### config.mk
export PLATFORM = sky130hd
export DESIGN_NAME = timing_meas
export DESIGN_NICKNAME = d
export VERILOG_FILES = /design/src/rtl/timing_meas_pkg.sv /design/src/rtl/timing_meas_sat_cnt.sv /design/src/rtl/timing_meas.sv
export SDC_FILE = /design/constraint.sdc
export NUM_CORES = 1
export LEC_CHECK = 0
export BUFFER_PORTS_ARGS = -buffer_cell sky130_fd_sc_hd__buf_4
export CAP_MARGIN = 20
export CORE_MARGIN = 2
export CORE_UTILIZATION = 54
export DETAILED_ROUTE_END_ITERATION = 10
export GPL_TIMING_DRIVEN = 0
export PLACE_DENSITY = 0.75
export SLEW_MARGIN = 30
export SYNTH_ARGS = -nofsm -noshare
export SYNTH_HDL_FRONTEND = slang
export SYNTH_SLANG_ARGS = --single-unit
### constraint.sdc
create_clock -name clk -period 8.9 [get_ports clk]
set_input_delay 1.78 -clock clk [delete_from_list [all_inputs] [get_ports clk]]
set_output_delay 1.78 -clock clk [all_outputs]
set_load 0.05 [all_outputs]
### src/rtl/timing_meas_pkg.sv
// rtl/timing_meas_pkg.sv - shared types and widths for the timing measurement block
package timing_meas_pkg;

  typedef enum logic [1:0] {
    SYNC   = 2'd0,
    ACTIVE = 2'd1,
    VBLANK = 2'd2
  } state_e;

  localparam int ERR_PIX  = 0;
  localparam int ERR_HS   = 1;
  localparam int ERR_GEOM = 2;

  localparam int CNT_W = 16;
  localparam int SUM_W = 32;

endpackage

### src/rtl/timing_meas_sat_cnt.sv
// rtl/timing_meas_sat_cnt.sv - saturating up-counter with clear and enable
// A clear together with enable restarts the count at one, so an event that
// begins a new interval is counted in the same cycle as the clear.
module sat_cnt #(
  parameter int W = 16
) (
  input  logic         clk,
  input  logic         rst,
  input  logic         clr_i,
  input  logic         en_i,
  output logic [W-1:0] cnt_o
);

  logic [W-1:0] cnt_q, cnt_d;

  always_comb begin
    cnt_d = cnt_q;
    if (clr_i) begin
      cnt_d = en_i ? W'(1) : '0;
    end else if (en_i && (cnt_q != '1)) begin
      cnt_d = cnt_q + W'(1);
    end
  end

  always_ff @(posedge clk or posedge rst) begin
    if (rst) cnt_q <= '0;
    else     cnt_q <= cnt_d;
  end

  assign cnt_o = cnt_q;

endmodule

### src/rtl/timing_meas.sv
// rtl/timing_meas.sv - per-frame geometry, pixel checksum, consistency errors and lock
module timing_meas
  import timing_meas_pkg::*;
#(
  parameter int PIXEL_WIDTH = 8,
  parameter int LOCK_FRAMES = 2
) (
  input  logic                   clk,
  input  logic                   rst,
  input  logic [PIXEL_WIDTH-1:0] di_i,
  input  logic                   hs_i,
  input  logic                   vs_i,
  output logic [CNT_W-1:0]       pix_count_o,
  output logic [CNT_W-1:0]       line_count_o,
  output logic [CNT_W-1:0]       hs_count_o,
  output logic [CNT_W-1:0]       vs_count_o,
  output logic [SUM_W-1:0]       frame_sum_o,
  output logic [2:0]             err_o,
  output logic                   meas_valid_o,
  output logic                   locked_o
);

  logic [PIXEL_WIDTH-1:0] di_q;
  logic hs_q, vs_q, hs_dly_q, vs_dly_q;

  state_e           state_q, state_d;
  logic             pub_q, pub_d;
  logic             have_prev_q, have_prev_d;
  logic [CNT_W-1:0] first_pix_q, first_pix_d, first_gap_q, first_gap_d;
  logic [SUM_W-1:0] sum_q, sum_d;
  logic [1:0]       err_q, err_d;

  logic [CNT_W-1:0] pix_count_q, pix_count_d, line_count_q, line_count_d;
  logic [CNT_W-1:0] hs_count_q, hs_count_d, vs_count_q, vs_count_d;
  logic [SUM_W-1:0] frame_sum_q, frame_sum_d;
  logic [2:0]       err_out_q, err_out_d;
  logic             meas_valid_q, meas_valid_d;

  logic [CNT_W-1:0] pix_cnt, line_cnt, gap_cnt, vb_cnt, line_eff;
  logic [3:0]       clean_cnt;
  logic in_sync, in_act, in_vb, act, frame_clr, vs_fall;
  logic hs_rise, line_end, pix_en;
  logic [2:0] pub_err;

  assign in_sync   = (state_q == SYNC);
  assign in_act    = (state_q == ACTIVE);
  assign in_vb     = (state_q == VBLANK);
  // The cycle vs rises already belongs to the blanking interval.
  assign act       = in_act & ~vs_q;
  assign vs_fall   = ~vs_q & vs_dly_q;
  assign hs_rise   = act & hs_q & ~hs_dly_q;
  assign line_end  = in_act & hs_dly_q & (~hs_q | vs_q);
  assign pix_en    = act & hs_q;
  assign frame_clr = in_sync | pub_q;
  assign line_eff  = frame_clr ? '0 : line_cnt;

  sat_cnt #(.W(CNT_W)) u_pix (
    .clk(clk), .rst(rst), .clr_i(frame_clr | hs_rise), .en_i(pix_en), .cnt_o(pix_cnt));
  sat_cnt #(.W(CNT_W)) u_line (
    .clk(clk), .rst(rst), .clr_i(frame_clr), .en_i(hs_rise), .cnt_o(line_cnt));
  sat_cnt #(.W(CNT_W)) u_gap (
    .clk(clk), .rst(rst), .clr_i(frame_clr | hs_rise), .en_i(act & ~hs_q), .cnt_o(gap_cnt));
  sat_cnt #(.W(CNT_W)) u_vb (
    .clk(clk), .rst(rst), .clr_i(in_sync | (in_act & vs_q)),
    .en_i((in_act | in_vb) & vs_q), .cnt_o(vb_cnt));

  always_comb begin
    pub_err           = '0;
    pub_err[ERR_PIX]  = err_q[ERR_PIX];
    pub_err[ERR_HS]   = err_q[ERR_HS];
    pub_err[ERR_GEOM] = have_prev_q &
        ({first_pix_q, line_cnt, first_gap_q, vb_cnt} !=
         {pix_count_q, line_count_q, hs_count_q, vs_count_q});
  end

  sat_cnt #(.W(4)) u_clean (
    .clk(clk), .rst(rst), .clr_i(pub_q & (|pub_err)), .en_i(pub_q & ~(|pub_err)),
    .cnt_o(clean_cnt));

  assign locked_o = (clean_cnt >= 4'(LOCK_FRAMES));

  always_comb begin
    state_d = state_q;
    pub_d   = 1'b0;
    case (state_q)
      SYNC:    if (vs_fall) state_d = ACTIVE;
      ACTIVE:  if (vs_q) state_d = VBLANK;
      VBLANK:  if (vs_fall) begin
        state_d = ACTIVE;
        pub_d   = 1'b1;
      end
      default: state_d = SYNC;
    endcase

    // Line 1 sets the reference length; line 2's rise sets the reference gap.
    first_pix_d = frame_clr ? '0 : first_pix_q;
    if (line_end && line_eff == CNT_W'(1)) first_pix_d = pix_cnt;
    first_gap_d = frame_clr ? '0 : first_gap_q;
    if (hs_rise && line_eff == CNT_W'(1)) first_gap_d = gap_cnt;

    err_d = frame_clr ? '0 : err_q;
    if (line_end && line_eff > CNT_W'(1) && pix_cnt != first_pix_q) err_d[ERR_PIX] = 1'b1;
    if (hs_rise && line_eff > CNT_W'(1) && gap_cnt != first_gap_q) err_d[ERR_HS] = 1'b1;

    sum_d       = (frame_clr ? '0 : sum_q) + (pix_en ? SUM_W'(di_q) : '0);
    have_prev_d = have_prev_q | pub_q;

    pix_count_d  = pix_count_q;
    line_count_d = line_count_q;
    hs_count_d   = hs_count_q;
    vs_count_d   = vs_count_q;
    frame_sum_d  = frame_sum_q;
    err_out_d    = err_out_q;
    meas_valid_d = pub_q;
    if (pub_q) begin
      pix_count_d  = first_pix_q;
      line_count_d = line_cnt;
      hs_count_d   = first_gap_q;
      vs_count_d   = vb_cnt;
      frame_sum_d  = sum_q;
      err_out_d    = pub_err;
    end
  end

  always_ff @(posedge clk or posedge rst) begin
    if (rst) begin
      di_q         <= '0;
      hs_q         <= 1'b0;
      vs_q         <= 1'b0;
      hs_dly_q     <= 1'b0;
      vs_dly_q     <= 1'b0;
      state_q      <= SYNC;
      pub_q        <= 1'b0;
      have_prev_q  <= 1'b0;
      first_pix_q  <= '0;
      first_gap_q  <= '0;
      sum_q        <= '0;
      err_q        <= '0;
      pix_count_q  <= '0;
      line_count_q <= '0;
      hs_count_q   <= '0;
      vs_count_q   <= '0;
      frame_sum_q  <= '0;
      err_out_q    <= '0;
      meas_valid_q <= 1'b0;
    end else begin
      di_q         <= di_i;
      hs_q         <= hs_i;
      vs_q         <= vs_i;
      hs_dly_q     <= hs_q;
      vs_dly_q     <= vs_q;
      state_q      <= state_d;
      pub_q        <= pub_d;
      have_prev_q  <= have_prev_d;
      first_pix_q  <= first_pix_d;
      first_gap_q  <= first_gap_d;
      sum_q        <= sum_d;
      err_q        <= err_d;
      pix_count_q  <= pix_count_d;
      line_count_q <= line_count_d;
      hs_count_q   <= hs_count_d;
      vs_count_q   <= vs_count_d;
      frame_sum_q  <= frame_sum_d;
      err_out_q    <= err_out_d;
      meas_valid_q <= meas_valid_d;
    end
  end

  assign pix_count_o  = pix_count_q;
  assign line_count_o = line_count_q;
  assign hs_count_o   = hs_count_q;
  assign vs_count_o   = vs_count_q;
  assign frame_sum_o  = frame_sum_q;
  assign err_o        = err_out_q;
  assign meas_valid_o = meas_valid_q;

endmodule

-- Word level (Yosys, flattened, before mapping)
Cells that the tools add are included.
- bits in registers: 250
- input bits: 12
- logic and storage cells: 121
- add/subtract/negate cells: 6
- magnitude comparators: 2
- eq/ne operators: 13
- muxes and demuxes: 29
- bitwise operators: 22
- reduce and logical (&&, ||, !) cells: 24
- operators by type and width (cell ; count):
    2-to-1 mux 16 bit ; 12
    adder 16 x 1 -> 16 bit, second input constant ; 4
    != test 16 bit, second input constant ; 4
    != test 64 bit ; 1
    adder 32 x 8 -> 32 bit ; 1
    2-to-1 mux 32 bit ; 1
    != test 16 bit ; 2
    nonzero test 2 bit ; 9
    equality test 16 x 1 -> 1 bit, second input constant ; 1
    greater-than comparator 16 x 1 -> 1 bit, second input constant ; 1
    AND 1 bit ; 12
    logical AND 1 bit ; 11
    2-to-1 mux 1 bit ; 9
    2-to-1 mux 4 bit ; 2
    2-to-1 mux 8 bit ; 1
    2-to-1 mux 2 bit ; 3
    bitwise OR 1 bit ; 6
    adder 4 x 1 -> 4 bit, second input constant ; 1
    greater-or-equal comparator 4 x 2 -> 1 bit, second input constant ; 1
    != test 4 bit, second input constant ; 1
    inverter 1 bit ; 4
    case mux 2 bit (2 select lines) ; 1
    OR reduction 3 bit ; 1
    equality test 2 x 1 -> 1 bit, second input constant ; 1
    other kinds (6) ; 6

-- Longest topological paths before layout
Gate-level depths: netlist of the first run.
- depth after elaboration: 8
- depth in mapped cells: 14

-- Modules after synthesis
Synthesis of the first run repeated with hierarchy kept, for this count alone.
- cells, all modules: 1163
- area, all modules: 12573.3 um^2
- modules (own cells, without submodules) (module ; instances ; cells an instance ; area an instance (um^2) ; sequential area each (um^2)):
    timing_meas ; 1 ; 758 ; 8667.1 ; 4554.4
    sat_cnt at u_gap ... ; 4 ; 96 ; 924.6 ; 400.4
    sat_cnt at u_clean ; 1 ; 21 ; 207.7 ; 100.1

-- Least setup slack after synthesis of the first run
OpenSTA, ideal clock, no wires.
- kind: reg2out
- from: register u_clean.cnt_q[0] (netlist: u_clean.cnt_o[0])
- to: output locked_o
- data arrival time: 1.337 ns
- required time: 7.120 ns
- setup slack: 5.783 ns
- cell stages (with the launch flop): 4
- path buffers: 0
- cell sequence: dfrtp_1 > inv_1 > ha_1 > or4_1
- longest elaborated chain between the ends: 1
- RTL lines (element ; RTL line ; text):
    from (decl) ; timing_meas_sat_cnt.sv:14 ; logic [W-1:0] cnt_q, cnt_d;
    from (signal assigned) ; timing_meas_sat_cnt.sv:27 ; else cnt_q <= cnt_d;
    greater-or-equal comparator 4 x 2 -> 1 bit ; timing_meas.sv:80 ; assign locked_o = (clean_cnt >= 4'(LOCK_FRAMES));
    to (decl) ; timing_meas.sv:20 ; output logic locked_o
Every way passes these cells.

-- Final worst setup path of the first run
- from: register state_q[0]
- to: register sum_q[20]
- longest elaborated chain between the ends: 5
- elaborated cells between the ends (all ways): 8
- classes of those cells: add/sub: 1; eq/ne: 1; mux: 2; bitwise: 3; reduce/logical: 1
- RTL lines (element ; RTL line ; text):
    from (decl) ; timing_meas.sv:26 ; state_e state_q, state_d;
    from (signal assigned) ; timing_meas.sv:152 ; state_q <= state_d;
    equality test 2 x 1 -> 1 bit ; timing_meas.sv:46 ; assign in_act = (state_q == ACTIVE);
    AND 1 bit ; timing_meas.sv:49 ; assign act = in_act & ~vs_q;
    AND 1 bit ; timing_meas.sv:53 ; assign pix_en = act & hs_q;
    2-to-1 mux 8 bit ; timing_meas.sv:105 ; sum_d = (frame_clr ? '0 : sum_q) + (pix_en ? SUM_W'(di_q) : '0);
    adder 32 x 8 -> 32 bit * ; timing_meas.sv:105 ;
    net sum_d[20] ; timing_meas.sv:30 ; logic [SUM_W-1:0] sum_q, sum_d;
    to (signal assigned) ; timing_meas.sv:157 ; sum_q <= sum_d;
    to (decl) ; timing_meas.sv:30 ;
Mark *: on every way through the listed nets, which the timed path passes. The rest lies on a longest branch.
A chain may end at the register's enable or synchronous reset.

==> summary.md, run 1 <==
| Metric | Value |
|---|---|
| DP HPWL | 21.4 mm |
| Worst path cell trace | inv_1 -> ha_1 -> nor2_1 -> buf_2 -> clkbuf_1 -> and2_1 -> ha_1 -> fa_1 -> a21oi_1 -> o2111ai_1 -> nand4_1 -> or3_1 -> a21oi_1 |
| CTS tree | done |
| Multi-input logic area | 5710 um2 |
| Area delta synth->final | 17.2% |
| Root buffer cell | clkbuf_16 |
| Slew @ Worst Pin | 0.953 ns |
| Worst r2r src | state_q[0] |
| Yosys reg bits | 250 |
| Top Usage Layer GRT | met2 |
| Most common cell after layout, fill and taps aside | dfrtp_1 |
| Delay-heaviest family, CP | simple AND/OR/NAND/NOR gates |
| Critical Setup Path Class | reg2reg |
| FF/Latch Area | 6260 um2 |
| Final WS setup | 4.84 ns |
| GR Util met2 | 0.403 |
| Reg clk slew, reported paths | 0.07 ns |
| Fin nets | 1313 |
| MaxCap Viol Count | 0 |
| DRT antenna net count | 0 |
| Buf/Inv on CP | 3 |
| Grt met1 use | 0.342 |
| Drc violations | 0 |
| Slowest stage cell, crit path | dfrtp_1 |
| Fmax | 246 MHz |
| Crit-path max FO | 10 |
| Clk sinks | 250 |
| Fillers | 1789 |
| First drt pass iteration count | 5 |
| R2R cell count | 13 |
| Most frequent cells in the layout | dfrtp_1, xor2_1, nand2_1, buf_4, mux2_2 |
| VDD IR max | 0.166 mV |
| Mapped Nets | 1169 |
| GR Util met3 | 0.0490 |
| Clock Skews | 0.0131 ns |
| PortBufs | 112 |
| Part of the cycle the worst path needs | 0.456 |
| Synth warnings | 0 |
| Hold_ws | 0.381 ns |
| Final Slew Violations | 0 |
| FF-to-FF End | sum_q[20] |
| Post-Syn Instances | 1137 |
| R2R setup slack | 4.84 ns |
| Routability Congestion | 0.881 |
| EDFF count, synth | 0 |
| Largest net degree at the start of global routing | 95 |
| Hold path endpoint | vs_dly_q |
| Vias per inst | 5.72 |
| Diode count | 0 |
| Die area | 24000 um2 |
| Unrepaired setup endpoints after global routing | no |
| CP Launch Type | flop |
| Total GRT Usage | 0.251 |
| CORE AREA | 22500 um2 |
| Register area share after synthesis | 0.508 |
| Worst skew pair latency | 0.53 ns |
| Initial antenna violation count | 0 |
| Hold path depth | 0 |
| Clk buf depth | 3 |
| Place WS | 4.93 ns |
| Hold Vio Cnt, Final | 0 |
| Number of global-route vias before repair | 9081 |
| Via count | 9044 |
| DR iter-0 viols | 670 |
| CP Data Arrival Time | 4.51 ns |
| # hold bufs at CTS | 0 |
| IO Count | 113 |
| Final min period | 4.06 ns |
| Static Leak | 7.27 nW |
| CP endpoint kind | flop |
| Hold crit path type | reg2reg |
| Post-CTS sizing | 0 |
| Status | complete, no violations |
| Fraction of layout cells with a size suffix above 1 | 0.234 |
| # setup viols final | 0 |
| Syn Std Cell Area | 12300 um2 |
| CTS Buf Count | 27 |
| CP max stage delay | 0.47 ns |
| PD cells | 203 nW/um2 |
| Drt wl/cell | 19.0 um |
| First-pass GRT wire length | 48.1 mm |
| Initial Utilization | 0.547 |
| H-Tree Depth | 1 |
| Chip width | 155 um |
| Chip height | 155 um |
| Routed WL | 30.0 mm |
| Setup repair bufs after CTS | 0 |
| Max-slew headroom | 0.365 |
| Top_reg_cell synth | dfrtp_1 |
| Avg Cell Area, Syn | 10.8 um2 |
| Synth async-reset ratio | 1.00 |
| Grt ovf | 0 |
| Synth cell types | 71 |
| Min-delay src | vs_q |
| Worst EP required | 9.35 ns |
| Rows | 55 |
-- cell usage after synthesis (all sizes together) (2+ instances only) --
cell	n	area (um2)
nor4	36	246
nor3	27	140
xnor2	44	385
and3	11	71.3
xor2	121	1060
or2	3	18.8
ha	19	238
and2	22	138
inv	20	75.1
a211oi	3	22.5
nor3b	4	35.0
mux2	99	1110
mux2i	3	30.0
and4	10	95.1
clkbuf	32	121
dfrtp	250	6260
a21boi	2	15.0
a41oi	2	17.5
a31oi	3	18.8
nand3b	3	35.0
nand2	114	428
buf	24	146
a311oi	2	17.5
a2111oi	3	45.0
nand3	26	130
o22ai	2	12.5
nor2	95	357
a21oi	30	173
o21ai	54	289
nor4b	2	23.8
or3	13	81.3
a21o	7	52.6
nand4	33	249
-- worst max-delay path by stage --
stage | depth (start not counted) | slack (ns) | start | endpoint
6_report | 13 | 4.84 | state_q[0] | sum_q[20]
5_1_grt | 14 | 4.52 | state_q[0] | sum_q[30]
4_1_cts | 13 | 4.87 | state_q[0] | sum_q[26]
3_5_place_dp | 13 | 4.93 | state_q[0] | sum_q[26]
3_3_place_gp | 2 | -2.57 | rst | u_vb.cnt_o[3]
2_1_floorplan | 1 | 0.25 | rst | di_q[0]
-- logic make-up after synthesis --
kind of cell    Yosys count  share of synthesized area
buf+inv                  76                     0.0279
mux                     102                     0.0930
simple gates            404                      0.170
flops                   250                      0.508
compound gates          120                     0.0627
fa+ha+maj                20                     0.0209
xor+xnor                165                      0.117
-- per-stage QoR --
step	cells	power [mW]	setup TNS (ns)	cell area, um2	utilization
finish	1582	2.93	0	14400	0.641
global route	1582	3.06	0	14400	0.641
CTS	1582	2.95	0	14400	0.641
detailed placement	1537	1.90	0	13600	0.604
global placement	1534	1.88	-637.19	13500	0.600
floorplan	1137	1.69	0	12300	-
-- layer usage --
metal	vias to the layer above	share of wire
li1	4226	-
met1	4514	0.44
met2	249	0.46
met3	55	0.065
met4	0	0.033
met5	-	0
-- final cells by class --
cell class              instances  share of cell area
inverters                      20             0.00573
well taps                     285              0.0247
repair buffers                115              0.0640
clock buffers                  41              0.0554
clock inverters                 4             0.00182
plain buffers                  56              0.0186
flip-flops and latches        250               0.434
multi-input cells             811               0.396
-- registers in the layout (all words and copies together) (netlist names), 8 cells and up --
| register | count |
|---|---|
| di_q | 8 |
| first_gap_q | 16 |
| first_pix_q | 16 |
| frame_sum_o | 32 |
| hs_count_o | 16 |
| line_count_o | 16 |
| pix_count_o | 16 |
| sum_q | 32 |
| u_gap.cnt_o | 16 |
| u_line.cnt_o | 16 |
| u_pix.cnt_o | 16 |
| u_vb.cnt_o | 16 |
| vs_count_o | 16 |
-- power by group --
| group | internal [mW] | total, mW | leakage (nW) | switching [mW] |
|---|---|---|---|---|
| logic | 0.195 | 0.647 | 3.42 | 0.452 |
| clock network | 0.612 | 1.05 | 0.403 | 0.442 |
| registers | 1.18 | 1.23 | 3.45 | 0.0498 |
Power figures use the tool's default switching activity.
==> run 2, diff against run 1 <==
- CORE_UTILIZATION: 54 -> 60
- PLACE_DENSITY: 0.75 -> 0.79
- clock period: 8.9 -> 3.95 ns (I/O delays scaled with it)
==> run 2 against run 1 <==
Against the previous run:
- sequential cell count unchanged
- sequential power up 130%
- combinational power up 130%
- clock skew up 0.0070 ns
- via count up 1.2%
- cell area up 1.2%
- utilization up 8.3 points
- worst setup slack worse by 4.4 ns
==> summary.md, run 2 (synthesized netlist as in run 1, its figures left out) <==
| Metric | Value |
|---|---|
| Critical Setup Path Class | reg2reg (unchanged) |
| # setup viols final | 0 (unchanged) |
| CTS Buf Count | 26 (was 27) |
| Die area | 21700 um2 (was 24000 um2) |
| DR iter-0 viols | 535 (was 670) |
| DRT antenna net count | 0 (unchanged) |
| Hold_ws | 0.296 ns (was 0.381 ns) |
| PD cells | 457 nW/um2 (was 203 nW/um2) |
| Drc violations | 0 (unchanged) |
| Worst skew pair latency | 0.54 ns (was 0.53 ns) |
| Clock Skews | 0.0201 ns (was 0.0131 ns) |
| Fmax | 281 MHz (was 246 MHz) |
| CP Data Arrival Time | 4.01 ns (was 4.51 ns) |
| Initial Utilization | 0.610 (was 0.547) |
| MaxCap Viol Count | 0 (unchanged) |
| Slew @ Worst Pin | 0.859 ns (was 0.953 ns) |
| Fraction of layout cells with a size suffix above 1 | 0.244 (was 0.234) |
| Dpl cells | 1529 (was 1537) |
| Vias per inst | 5.82 (was 5.72) |
| Chip width | 147 um (was 155 um) |
| First drt pass iteration count | 5 (unchanged) |
| Setup TNS | 0 ns (unchanged) |
| Fin nets | 1319 (was 1313) |
| Fillers | 1487 (was 1789) |
| Number of global-route vias before repair | 9141 (was 9081) |
| Routability Congestion | 0.892 (was 0.881) |
| Most frequent cells in the layout | dfrtp_1, xor2_1, buf_4 (was dfrtp_1, xor2_1, nand2_1, buf_4, mux2_2) |
| IO Count | 113 (unchanged) |
| FF/Latch Area | 6260 um2 (unchanged) |
| Status | complete, no violations (unchanged) |
| Post-route insts no fill | 1574 (was 1582) |
| Total chip power | 6.68 mW (was 2.93 mW) |
| Most common cell after layout, fill and taps aside | dfrtp_1 (unchanged) |
| CP Launch Type | flop (unchanged) |
| PortBufs | 112 (unchanged) |
| Max-slew headroom | 0.427 (was 0.365) |
| Final min period | 3.55 ns (was 4.06 ns) |
| Hold Vio Cnt, Final | 0 (unchanged) |
| Diode count | 0 (unchanged) |
| Worst EP required | 4.40 ns (was 9.35 ns) |
| CP endpoint kind | flop (unchanged) |
| Routed WL | 29.9 mm (was 30.0 mm) |
| CORE AREA | 20200 um2 (was 22500 um2) |
| Chip height | 147 um (was 155 um) |
| Unrepaired setup endpoints after global routing | no (unchanged) |
| Part of the cycle the worst path needs | 0.900 (was 0.456) |
| Final Util | 0.724 (was 0.641) |
| Largest net degree at the start of global routing | 29 (was 95) |
| Rows | 52 (was 55) |
| CTS tree | done (unchanged) |
| Root buffer cell | clkbuf_16 (unchanged) |
| Grt ovf | 0 (unchanged) |
| Clk buf depth | 3 (unchanged) |
| Total GRT Usage | 0.282 (was 0.251) |
| DP HPWL | 21.5 mm (was 21.4 mm) |
| Crit-path max FO | 10 (unchanged) |
| Final Slew Violations | 0 (unchanged) |
| H-Tree Depth | 1 (unchanged) |
| Reg clk slew, reported paths | 0.06 ns (was 0.07 ns) |
| Drt wl/cell | 19.0 um (about the same) |
| Clk sinks | 250 (unchanged) |
| VDD IR max | 0.332 mV (was 0.166 mV) |
| Hold crit path type | in2async (was reg2reg) |
| Via count | 9154 (was 9044) |
| Static Leak | 7.37 nW (was 7.27 nW) |
| Initial antenna violation count | 0 (unchanged) |
| First-pass GRT wire length | 48.8 mm (was 48.1 mm) |
| Multi-input logic area | 5720 um2 (was 5710 um2) |
| Area delta synth->final | 18.6% (was 17.2%) |
-- run 2: cell count changes in the layout (fill, tap and decap cells not counted), sizes merged --
cell,change
clkbuf,-1
clkinv,+1
buf,+7
inv,-1
clkinvlp,+1
-- run 2: metal layers --
layer	vias to the layer above	GRT usage	wire length (um)
li1	4237	-	-
met1	4575	0.380	12500
met2	303	0.474	14700
met3	39	0.0559	2180
met4	0	0.0745	537
met5	-	0	0
-- run 2: where the power goes --
group          total (mW)  switching (mW)  internal (mW)
registers            2.77           0.111           2.66
clock network        2.41            1.00           1.41
logic                1.49            1.03          0.456
-- run 2: path summary, 6_finish.rpt --
path | start | end | slack [ns] | cells past startpoint
worst max-delay path | state_q[1] | sum_q[20] | 0.40 | 14
worst min-delay path | rst | pix_count_o[11] | 0.30 | 2
worst max register to register | state_q[1] | sum_q[20] | 0.40 | 14
worst min register to register | vs_q | vs_dly_q | 0.37 | 0
max in group asynchronous | rst | u_line.cnt_o[4] | 2.74 | 5
min in group clk | hs_i | hs_q | 0.36 | 1
-- run 2: layout make-up --
class,instances,share of cell area
Inverter,20,0.00540
Sequential cell,250,0.429
Buffer,55,0.0183
Multi-Input combinational cell,811,0.392
Clock buffer,40,0.0557
Tap cell,270,0.0231
Clock inverter,5,0.00266
Timing Repair Buffer,123,0.0744
-- run 2: worst max-delay path: stages, from the launching register on --
cell and delay, ns:
dfrtp_1 0.43, inv_1 0.15, ha_1 0.23, buf_2 0.23
and3_1 0.28, clkbuf_2 0.26, and2_1 0.16, ha_1 0.20
fa_1 0.22, a21oi_1 0.12, o2111ai_2 0.33, nand4_1 0.15
buf_4 0.19, or3_1 0.33, a21oi_1 0.19
-- run 2: per-stage QoR --
stage	worst slack (ns)	cell area, um2
6_report	0.395	14600
5_1_grt	0.0376	14600
4_1_cts	0.0564	14600
3_5_place_dp	-0.166	13700
3_3_place_gp	-1.58	13500
2_1_floorplan	-0.128	12300
-- run 2: repair_timing --
item,in CTS,in global routing
hold buffers,0,0
buffers inserted,0,1
gates resized for setup,0,4
hold endpoints to repair,0,0
cloned,0,0
setup endpoints to repair,6,16
pin swaps,0,1
